$ cat src/rtl/lsu_dmem_master_if.sv
// Bus bundles for the load/store unit: the core request/response channel
// and the byte-addressable data-memory port.
interface lsu_req_if;
  logic        req_valid;
  logic        req_ready;
  logic        req_store;
  logic [2:0]  req_funct3;
  logic [31:0] req_addr;
  logic [31:0] req_wdata;
  logic        resp_valid;
  logic [31:0] resp_rdata;
  logic        resp_err;

  modport master (
    output req_valid, req_store, req_funct3, req_addr, req_wdata,
    input  req_ready, resp_valid, resp_rdata, resp_err
  );
  modport slave (
    input  req_valid, req_store, req_funct3, req_addr, req_wdata,
    output req_ready, resp_valid, resp_rdata, resp_err
  );
endinterface

interface dmem_if;
  logic [31:0] daddr;
  logic [31:0] dwdata;
  logic [3:0]  we;
  logic [31:0] drdata;

  modport master (output daddr, dwdata, we, input drdata);
  modport slave  (input daddr, dwdata, we, output drdata);
endinterface

$ cat src/rtl/lsu_dmem_master.sv
// RV32 load/store unit driving a word-wide, byte-laned data memory; one request
// in flight, word-crossing accesses split into two memory cycles.
module lsu_dmem_master #(
  parameter int unsigned MEM_SIZE         = 10000000,
  parameter bit          ALLOW_MISALIGNED = 1'b1
) (
  input  logic       clk,
  input  logic       rst,
  lsu_req_if.slave   req,
  dmem_if.master     mem
);

  localparam logic [1:0] S_IDLE = 2'd0;
  localparam logic [1:0] S_ACC0 = 2'd1;
  localparam logic [1:0] S_ACC1 = 2'd2;
  localparam logic [1:0] S_RESP = 2'd3;

  logic [1:0]  state;
  logic        store_q;
  logic [2:0]  f3_q;
  logic [31:0] addr_q;
  logic [31:0] wdata_q;
  logic        err_q;
  logic [31:0] lo_q;
  logic [31:0] hi_q;

  logic [1:0]  lastoff_in;
  logic [32:0] last_in;
  logic        f3_bad, range_bad, mis_bad, err_in;

  always_comb begin
    case (req.req_funct3[1:0])
      2'b00:   lastoff_in = 2'd0;
      2'b01:   lastoff_in = 2'd1;
      default: lastoff_in = 2'd3;
    endcase
    f3_bad = (req.req_funct3 == 3'b011) || (req.req_funct3 == 3'b110) ||
             (req.req_funct3 == 3'b111) || (req.req_store && req.req_funct3[2]);
    // 33-bit sum so addresses near 2^32 cannot wrap back into range
    last_in   = {1'b0, req.req_addr} + {31'b0, lastoff_in};
    range_bad = (last_in >= 33'(MEM_SIZE));
    mis_bad   = !ALLOW_MISALIGNED &&
                (((req.req_funct3[1:0] == 2'b01) && req.req_addr[0]) ||
                 ((req.req_funct3[1:0] == 2'b10) && (req.req_addr[1:0] != 2'b00)));
    err_in    = f3_bad || range_bad || mis_bad;
  end

  logic [3:0]  lane;
  logic [7:0]  mask8;
  logic [63:0] data64;
  logic [31:0] r;
  logic [31:0] load_ext;

  always_comb begin
    case (f3_q[1:0])
      2'b00:   lane = 4'b0001;
      2'b01:   lane = 4'b0011;
      default: lane = 4'b1111;
    endcase
    mask8  = {4'b0, lane} << addr_q[1:0];
    data64 = {32'b0, wdata_q} << {addr_q[1:0], 3'b000};
    r      = 32'({hi_q, lo_q} >> {addr_q[1:0], 3'b000});
    case (f3_q)
      3'b000:  load_ext = {{24{r[7]}}, r[7:0]};
      3'b001:  load_ext = {{16{r[15]}}, r[15:0]};
      3'b010:  load_ext = r;
      3'b100:  load_ext = {24'b0, r[7:0]};
      3'b101:  load_ext = {16'b0, r[15:0]};
      default: load_ext = 32'b0;
    endcase
  end

  always_comb begin
    mem.daddr  = 32'b0;
    mem.dwdata = 32'b0;
    mem.we     = 4'b0;
    if (state == S_ACC0) begin
      mem.daddr = {addr_q[31:2], 2'b00};
      if (store_q) begin
        mem.we     = mask8[3:0];
        mem.dwdata = data64[31:0];
      end
    end else if (state == S_ACC1) begin
      mem.daddr = {addr_q[31:2], 2'b00} + 32'd4;
      if (store_q) begin
        mem.we     = mask8[7:4];
        mem.dwdata = data64[63:32];
      end
    end
    // a reset landing in ACC1 must not commit the high half on that edge
    if (rst) mem.we = 4'b0;
  end

  assign req.req_ready  = (state == S_IDLE);
  assign req.resp_valid = (state == S_RESP);
  assign req.resp_err   = (state == S_RESP) && err_q;
  assign req.resp_rdata = ((state == S_RESP) && !err_q && !store_q) ? load_ext : 32'b0;

  always_ff @(posedge clk) begin
    if (rst) begin
      state   <= S_IDLE;
      store_q <= 1'b0;
      f3_q    <= 3'b0;
      addr_q  <= 32'b0;
      wdata_q <= 32'b0;
      err_q   <= 1'b0;
      lo_q    <= 32'b0;
      hi_q    <= 32'b0;
    end else begin
      case (state)
        S_IDLE: if (req.req_valid) begin
          store_q <= req.req_store;
          f3_q    <= req.req_funct3;
          addr_q  <= req.req_addr;
          wdata_q <= req.req_wdata;
          err_q   <= err_in;
          lo_q    <= 32'b0;
          hi_q    <= 32'b0;
          state   <= err_in ? S_RESP : S_ACC0;
        end
        S_ACC0: begin
          if (!store_q) lo_q <= mem.drdata;
          state <= (mask8[7:4] != 4'b0) ? S_ACC1 : S_RESP;
        end
        S_ACC1: begin
          if (!store_q) hi_q <= mem.drdata;
          state <= S_RESP;
        end
        default: state <= S_IDLE;
      endcase
    end
  end

endmodule

$ cat src/flat_wrapper.sv
// flat-port wrapper written by rule: the top's interface ports become plain ports
module lsu_dmem_master_flat 
#(
  parameter int unsigned MEM_SIZE         = 10000000,
  parameter bit          ALLOW_MISALIGNED = 1'b1
)
  (clk, rst, req_req_valid, req_req_store, req_req_funct3, req_req_addr, req_req_wdata, req_req_ready, req_resp_valid, req_resp_rdata, req_resp_err, mem_daddr, mem_dwdata, mem_we, mem_drdata);
  lsu_req_if req_i ();
  dmem_if mem_i ();
  input  logic clk;
  input  logic rst;
  input wire logic [$bits(req_i.req_valid)-1:0] req_req_valid;
  input wire logic [$bits(req_i.req_store)-1:0] req_req_store;
  input wire logic [$bits(req_i.req_funct3)-1:0] req_req_funct3;
  input wire logic [$bits(req_i.req_addr)-1:0] req_req_addr;
  input wire logic [$bits(req_i.req_wdata)-1:0] req_req_wdata;
  output wire logic [$bits(req_i.req_ready)-1:0] req_req_ready;
  output wire logic [$bits(req_i.resp_valid)-1:0] req_resp_valid;
  output wire logic [$bits(req_i.resp_rdata)-1:0] req_resp_rdata;
  output wire logic [$bits(req_i.resp_err)-1:0] req_resp_err;
  output wire logic [$bits(mem_i.daddr)-1:0] mem_daddr;
  output wire logic [$bits(mem_i.dwdata)-1:0] mem_dwdata;
  output wire logic [$bits(mem_i.we)-1:0] mem_we;
  input wire logic [$bits(mem_i.drdata)-1:0] mem_drdata;
  assign req_i.req_valid = req_req_valid;
  assign req_i.req_store = req_req_store;
  assign req_i.req_funct3 = req_req_funct3;
  assign req_i.req_addr = req_req_addr;
  assign req_i.req_wdata = req_req_wdata;
  assign req_req_ready = req_i.req_ready;
  assign req_resp_valid = req_i.resp_valid;
  assign req_resp_rdata = req_i.resp_rdata;
  assign req_resp_err = req_i.resp_err;
  assign mem_daddr = mem_i.daddr;
  assign mem_dwdata = mem_i.dwdata;
  assign mem_we = mem_i.we;
  assign mem_i.drdata = mem_drdata;
  lsu_dmem_master #(.MEM_SIZE(MEM_SIZE), .ALLOW_MISALIGNED(ALLOW_MISALIGNED)) u_core (.clk(clk), .rst(rst), .req(req_i), .mem(mem_i));
endmodule
$ cat config.mk
export PLATFORM = sky130hd
export DESIGN_NAME = lsu_dmem_master_flat
export DESIGN_NICKNAME = d
export VERILOG_FILES = /design/src/rtl/lsu_dmem_master_if.sv /design/src/rtl/lsu_dmem_master.sv /design/src/flat_wrapper.sv
export SDC_FILE = /design/constraint.sdc
export NUM_CORES = 1
export LEC_CHECK = 0
export BUFFER_PORTS_ARGS = -buffer_cell sky130_fd_sc_hd__buf_2
export CAP_MARGIN = 20
export CELL_PAD_IN_SITES_DETAIL_PLACEMENT = 2
export CELL_PAD_IN_SITES_GLOBAL_PLACEMENT = 2
export CORE_MARGIN = 5
export CORE_UTILIZATION = 30
export DETAILED_ROUTE_END_ITERATION = 10
export PLACE_DENSITY = 0.83
export SYNTH_ARGS = -nofsm -noshare
export SYNTH_HDL_FRONTEND = slang
export SYNTH_SLANG_ARGS = --single-unit
$ cat constraint.sdc
create_clock -name clk -period 3.9 [get_ports clk]
set_input_delay 0.78 -clock clk [delete_from_list [all_inputs] [get_ports clk]]
set_output_delay 0.78 -clock clk [all_outputs]
set_load 0.01 [all_outputs]
==> results of run 1 <==
## logic make-up (layout without fill, tap and decap cells)
group / Yosys count / count (layout) / share of synthesized area [%]
AND/OR/NAND/NOR: 501 / 501 / 28.4
other: 1 / 4 / 0.0460
AO/OA/AOI/OAI: 265 / 265 / 18.0
buffers and inverters: 96 / 263 / 4.96
flip-flops: 127 / 127 / 31.2
XOR/XNOR: 31 / 31 / 3.33
multiplexers: 65 / 65 / 12.7
adder cells (fa/ha/maj): 8 / 8 / 1.32
## power groups by stage
stage | Sequential, mW | Combinational [mW] | Clock [mW]
after floorplan | 1.68 | 1.38 | 0
after global placement | 1.76 | 1.99 | 0
after detailed placement | 1.79 | 2.05 | 0
after CTS | 1.76 | 2.07 | 1.60
after global routing | 1.80 | 2.24 | 1.66
final | 1.77 | 2.05 | 1.57
## cell usage after synthesis (all sizes together), types with 2 or more instances
master / n / area (sq um)
nand2: 263 / 987
a21oi: 168 / 845
dfxtp: 127 / 2540
nand3: 77 / 385
clkbuf: 71 / 277
nor2: 52 / 195
o21ai: 36 / 180
mux4: 29 / 653
xor2: 22 / 193
and2: 20 / 125
mux2i: 20 / 200
buf: 16 / 88.8
mux2: 16 / 180
o22ai: 16 / 100
nand4: 15 / 109
nor2b: 15 / 93.8
a22oi: 13 / 97.6
and3: 10 / 62.6
nor3: 10 / 50.1
nor4: 9 / 86.3
xnor2: 9 / 78.8
inv: 8 / 30.0
ha: 7 / 87.6
nand3b: 6 / 45.0
or3: 6 / 40.0
a21o: 5 / 37.5
a31oi: 5 / 31.3
and4: 5 / 43.8
o21a: 5 / 37.5
a211oi: 4 / 30.0
nand2b: 4 / 25.0
or2: 4 / 25.0
a22o: 3 / 26.3
a31o: 2 / 17.5
o2111ai: 2 / 17.5
or4: 2 / 15.0
## flip-flops by register name (all words and copies together), names as in the netlist
signal	count
u_core.hi_q	24
u_core.err_q	1
u_core.f3_q	3
u_core.wdata_q	32
u_core.store_q	1
u_core.state	2
u_core.lo_q	32
u_core.addr_q	32
## path summary, 6_finish.rpt
path                         from             end  slack, ps
hold / removal     u_core.lo_q[0]  u_core.lo_q[0]        460
hold reg to reg    u_core.lo_q[0]  u_core.lo_q[0]        460
setup / recovery  u_core.state[1]   mem_daddr[26]        220
setup reg to reg  u_core.state[1]  u_core.lo_q[6]       1390
## worst min-delay path, stage by stage (launching register included)
cell and delay [ps]:
dfxtp_1 310, nand2_1 50, a21oi_1 50
## routing by layer
metal  up-vias  routed length [um]
met5         -                   0
met4         0                 723
met3        51                1300
met2       207               17200
met1      4451               15400
li1       4157                   -
## per-stage QoR
stage          hold WS, ps  setup slack, ps  area (sq um)  util [%]
2_1_floorplan          429              630          8150         -
6_report               457              223          9980      37.1
3_5_place_dp           445              353          9410      35.0
5_1_grt                480             7.04          9980      37.1
3_3_place_gp           438              476          9410      35.0
4_1_cts                453             23.6          9970      37.1
## final cells by class
type,count,area (sq um)
repair buffers,224,1180
inverters,8,30.0
flip-flops and latches,127,2550
diodes,2,5.00
clock buffers,17,425
multi-input cells,872,5240
clock inverters,14,134
well taps,341,427
fillers,3197,16900
## layout by cell type, fill, tap and decap left out, drive strengths merged, types with 6 or more instances in the layout
cell	n
or3	6
and2	20
nor2b	15
nor3	10
o22ai	16
nand3	77
nor4	9
inv	13
a21oi	168
nand4	15
o21ai	36
nand2	263
ha	7
a22oi	13
xnor2	9
mux4	29
buf	224
mux2	16
mux2i	20
dfxtp	127
nor2	52
nand3b	6
xor2	22
clkbuf	17
and3	10
## what timing repair did
action                                  4_1_cts  5_1_grt
endpoints found under the setup margin        0        5
resized for setup                             0        3
hold endpoints to repair                      0        0
==> run metrics, run 1 <==
post-route ant nets=0; startpoint types=register; Max-Slew Margin vs Limit=approximately 40%; cells after synthesis=roughly 1100; Reg2Reg Depth=8; row cnt=60; die width=175 um; Tot GR Track Use=between 20% and 30%; TritonCTS buffer count=17; Internal Power=between 3 and 4 mW; crit path DAT=2900 ps; Synth Register Bits=127; largest net degree at the start of global routing=77; drt pass-1 iters=5; CP bufs+invs=2; Final Cycle Share=94.3%; crit path cell chain=inv_1 > ha_2 > and4b_1 > nand4_1 > nor2_2 > and2_1 > and3_1 > nand4_1 > xor2_1 > nor2_1 > buf_2; port bufs=203; P&R area growth vs syn=22.5%; Setup CP Type=register to output port; Core Region=26900 sq um; Yosys warning total=0; setup bufs post-CTS=0; combinational share of power=38.1%; Sw Share=43.6%; Slowest-stage cell, CP=dfxtp_1; WL final=around 35000 um; RSZ-0062 raised after global routing=no; WL per Instance=~22 um; Max Freq=272 MHz; syn avg cell area=around 7.4 sq um; # Max-Cap Violations=0; worst hold stages=2; Clock Tree Buf Depth=2; total negative slack=0 ps; DRC=0; Most used DFF post-synth=dfxtp_1; first-pass GRT wire length=~55000 um; # hold bufs at CTS=0; CP Capture Type=output port; clk_skew=roughly 20 ps; Clock Power Share=a little under 30%; WP depth=11; Largest stage delay, worst path=about 400 ps; Tot Pwr=roughly 5.4 mW; initial core utilization=between 30 and 40%; initial antenna violation count=1; placer's final routability congestion estimate=0.863; met2 Use GR=between 30% and 40%; vias in the first global route=around 10000; sequential area share after synthesis=between 30% and 40%; die height=175 um; sw power=2.34 mW; root buf cell=clkbuf_16; hpwl dp=around 25000 um; clk_lat worst skew=430 ps; # IOs=~200; Placed Instances=between 1500 and 2000; CP required=~3100 ps; Vias=roughly 8900; TritonCTS clock tree=yes; Finished Layout Cells=1605; GR peak layer=met2; number of synthesized flops with an enable pin=0; worst min path class=register to register; post-detailed-route via-to-cell ratio=between 5 and 6; Detailed Route Iter0 Violations=493; share of synthesized registers carrying an async set or reset=0%; DIE AREA=between 30000 and 40000 sq um; share of layout cells above drive strength 1=between 20% and 30%; Sequential Power Share=between 30% and 40%; Slew Viols, Final=0; grt met3 use=about 4.0%; Post-Syn Area=approximately 8100 sq um; grt met1 use=approximately 28%; worst-path fanout max=5; H-tree depth=4; CP dominant cell by count=nand4_1; status=finished clean; leak pwr=about 3.8 nW; Tmin final=between 3000 and 4000 ps; Congestion Overflow GR=0; clk sinks=approximately 130; final count of negative-setup-slack endpoints=0; Top Family by Delay on Critical Path=simple AND/OR/NAND/NOR gates; Tightest Pin Transition=905 ps; library cells used by synthesis=58; final hold vios=0; worst ir drop on vdd=0.366 mV; clock slew at reported path FFs=roughly 60 ps; PwrDens=539 nW/um^2; fin nets=1361
Power figures use the tool's default switching activity.
==> inputs of run 2 (changes only) <==
- BUFFER_PORTS_ARGS: -buffer_cell sky130_fd_sc_hd__buf_2 -> -buffer_cell sky130_fd_sc_hd__clkbuf_2
- SLEW_MARGIN: unset -> 20
==> run 2 against run 1 <==
Against the previous run: routed wire length fell by 1.6%; critical path depth did not move; hold slack improved by 3.4 ps; via count rose by 0.65%.
==> run metrics, run 2 (synthesized netlist as in run 1, its figures left out) <==
status=finished clean; Area after DPL=9410 sq um (about the same); post-route ant nets=0 (unchanged); initial antenna violation count=1 (unchanged); die width=175 um (unchanged); Detailed Route Iter0 Violations=355 (-28%); Slew Viols, Final=0 (unchanged); Largest stage delay, worst path=390 ps (about the same); Vias=8924 (+0.65%); sw power=2.33 mW (-0.81%); RSZ-0062 raised after global routing=no; pre-CTS setup slack=312 ps (-41.3 ps); leak pwr=3.70 nW (-1.7%); worst hold stages=2 (unchanged); first-pass GRT wire length=53600 um (-1.8%); worst-path fanout max=5 (unchanged); flop2flop setup slack=1520 ps (+130 ps); crit path DAT=2920 ps (+20 ps); Reg2Reg Depth=6 (-2); met2 Use GR=38.0% (-0.79 points); Final Cycle Share=94.9% (+0.63 points); Core Region=26900 sq um (unchanged); vias in the first global route=9515 (-3.4%); Setup CP Type=register to output port; Sequential Power Share=32.9% (about the same); Top Family by Delay on Critical Path=simple AND/OR/NAND/NOR gates; worst min path class=register to register; Slowest-stage cell, CP=dfxtp_1; final count of negative-setup-slack endpoints=0 (unchanged); reg-to-reg startpoint=u_core.state[1]; Tmin final=3700 ps (+24.5 ps); WL final=34100 um (-1.6%); clk_skew=11.5 ps (-8.34 ps); initial core utilization=30.3% (unchanged); CP required=3120 ps (about the same); PwrDens=539 nW/um^2 (about the same); root buf cell=clkbuf_16; drt pass-1 iters=5 (unchanged); Final Cell Area=9990 sq um (+0.14%); DIE AREA=30600 sq um (unchanged); Internal Power=3.06 mW (+0.74%); DRC=0 (unchanged); Tightest Pin Transition=932 ps (+26.3 ps); placer's final routability congestion estimate=0.840 (-2.8%); CP bufs+invs=2 (unchanged); Fill cells=3188 (-0.28%); Clock Power Share=29.3% (+0.2 points); # Max-Cap Violations=0 (unchanged); worst hold endpoint=u_core.lo_q[4]; clk_lat worst skew=420 ps (about the same); crit path cell chain=inv_1 > ha_2 > and4b_1 > and4_1 > and2b_1 > nand2_1 > nor2_2 > nand3_1 > xor2_1 > nor2_1 > clkbuf_2; Largest regs=u_core.addr_q (32), u_core.lo_q (32), u_core.wdata_q (32); R2R Path End=u_core.addr_q[29]; largest net degree at the start of global routing=59 (-23%); total negative slack=0 ps (unchanged); worst ir drop on vdd=0.365 mV (-0.14%); P&R area growth vs syn=22.7%; Placed Instances=1573 (+0.064%); Max-Slew Margin vs Limit=37.9% (-1.8 points); row cnt=60 (unchanged); port bufs=203 (unchanged); die height=175 um (unchanged); combinational share of power=37.8% (-0.3 points); clk sinks=127 (unchanged); H-tree depth=4 (unchanged); Finished Layout Cells=1606 (+0.062%); setup bufs post-CTS=0 (unchanged); final hold vios=0 (unchanged); most frequent cells in the layout=nand2_1, clkbuf_2, a21oi_1; Max Freq=270 MHz (-0.66%); Clock Tree Buf Depth=2 (unchanged); grt met1 use=28.3% (about the same); # IOs=206 (unchanged); grt met3 use=3.46% (-0.58 points); hpwl dp=24700 um (-0.66%); Congestion Overflow GR=0 (unchanged); Tot GR Track Use=21.8% (-0.53 points); startpoint types=register; TritonCTS clock tree=yes; CP Capture Type=output port; Sw Share=43.2% (-0.38 points); setup slack after layout=199 ps (-24.5 ps); WL per Instance=21.2 um (-1.7%); share of layout cells above drive strength 1=25.6% (+0.039 points); TritonCTS buffer count=17 (unchanged); fin nets=1362 (+0.073%); clock slew at reported path FFs=70 ps (about the same); GR peak layer=met2; post-detailed-route via-to-cell ratio=5.56 (+0.59%); Worst Min Path Start=u_core.lo_q[4]; commonest non-fill, non-tap cell in the layout=nand2_1
## run 2: cell count changes in the layout (fill, tap and decap cells not counted), moves of 2 or more
cell / previous run / this run
inv_8: 2 / 0
clkinv_2: 3 / 1
inv_6: 3 / 5
buf_2: 202 / 0
clkbuf_2: 0 / 202
## run 2: timing repair
| item | 4_1_cts | 5_1_grt |
|---|---|---|
| hold buffers | 0 | 0 |
| gates resized for setup | 0 | 3 |
| setup endpoints to repair | 0 | 13 |
## run 2: power groups by stage
| stage | logic (mW) | clock network, mW | registers, mW |
|---|---|---|---|
| final | 2.03 | 1.58 | 1.77 |
| after global routing | 2.23 | 1.67 | 1.81 |
| after CTS | 2.05 | 1.61 | 1.77 |
| after detailed placement | 2.03 | 0 | 1.79 |
| after global placement | 1.98 | 0 | 1.77 |
| after floorplan | 1.38 | 0 | 1.68 |
## run 2: final cells by class
cell class                      instances  area [sq um]  share of cell area (%)
Multi-Input combinational cell        872          5230                    52.3
Sequential cell                       127          2550                    25.5
Timing Repair Buffer                  225          1190                    11.9
Clock buffer                           19           443                    4.43
Tap cell                              341           427                    4.27
Clock inverter                         13           126                    1.26
Inverter                                8          30.0                   0.300
Antenna cell                            1          2.50                  0.0250
## run 2: worst register-to-register path: stages, from the launching register on
cell,delay [ps]
dfxtp_1,340
inv_1,110
ha_1,400
and2_2,840
buf_4,390
nand2_1,100
a21oi_1,140
## run 2: worst max path at each step
stage                      startpoint  cells past startpoint             to
floorplan           req_req_funct3[0]                     12   u_core.err_q
CTS                   u_core.state[1]                     11  mem_daddr[31]
detailed placement  req_req_funct3[1]                     12   u_core.err_q
finish                u_core.state[1]                     11  mem_daddr[25]
global placement    req_req_funct3[1]                     12   u_core.err_q
global route          u_core.state[1]                     11  mem_daddr[26]
## run 2: layer usage
metal / share of wire, % / vias up / routed length [um]
met5: 0 / - / 0
met4: 1.6 / 0 / 553
met2: 50 / 220 / 16900
li1: - / 4169 / -
met3: 3.6 / 32 / 1240
met1: 45 / 4503 / 15400
## run 2: metrics by stage
stage | util [%] | hold WS (ps) | power, mW
3_5_place_dp | 35.0 | 451 | 3.82
6_report | 37.2 | 461 | 5.38
4_1_cts | 37.1 | 461 | 5.42
5_1_grt | 37.2 | 489 | 5.70
2_1_floorplan | - | 429 | 3.06
3_3_place_gp | 35.0 | 438 | 3.75
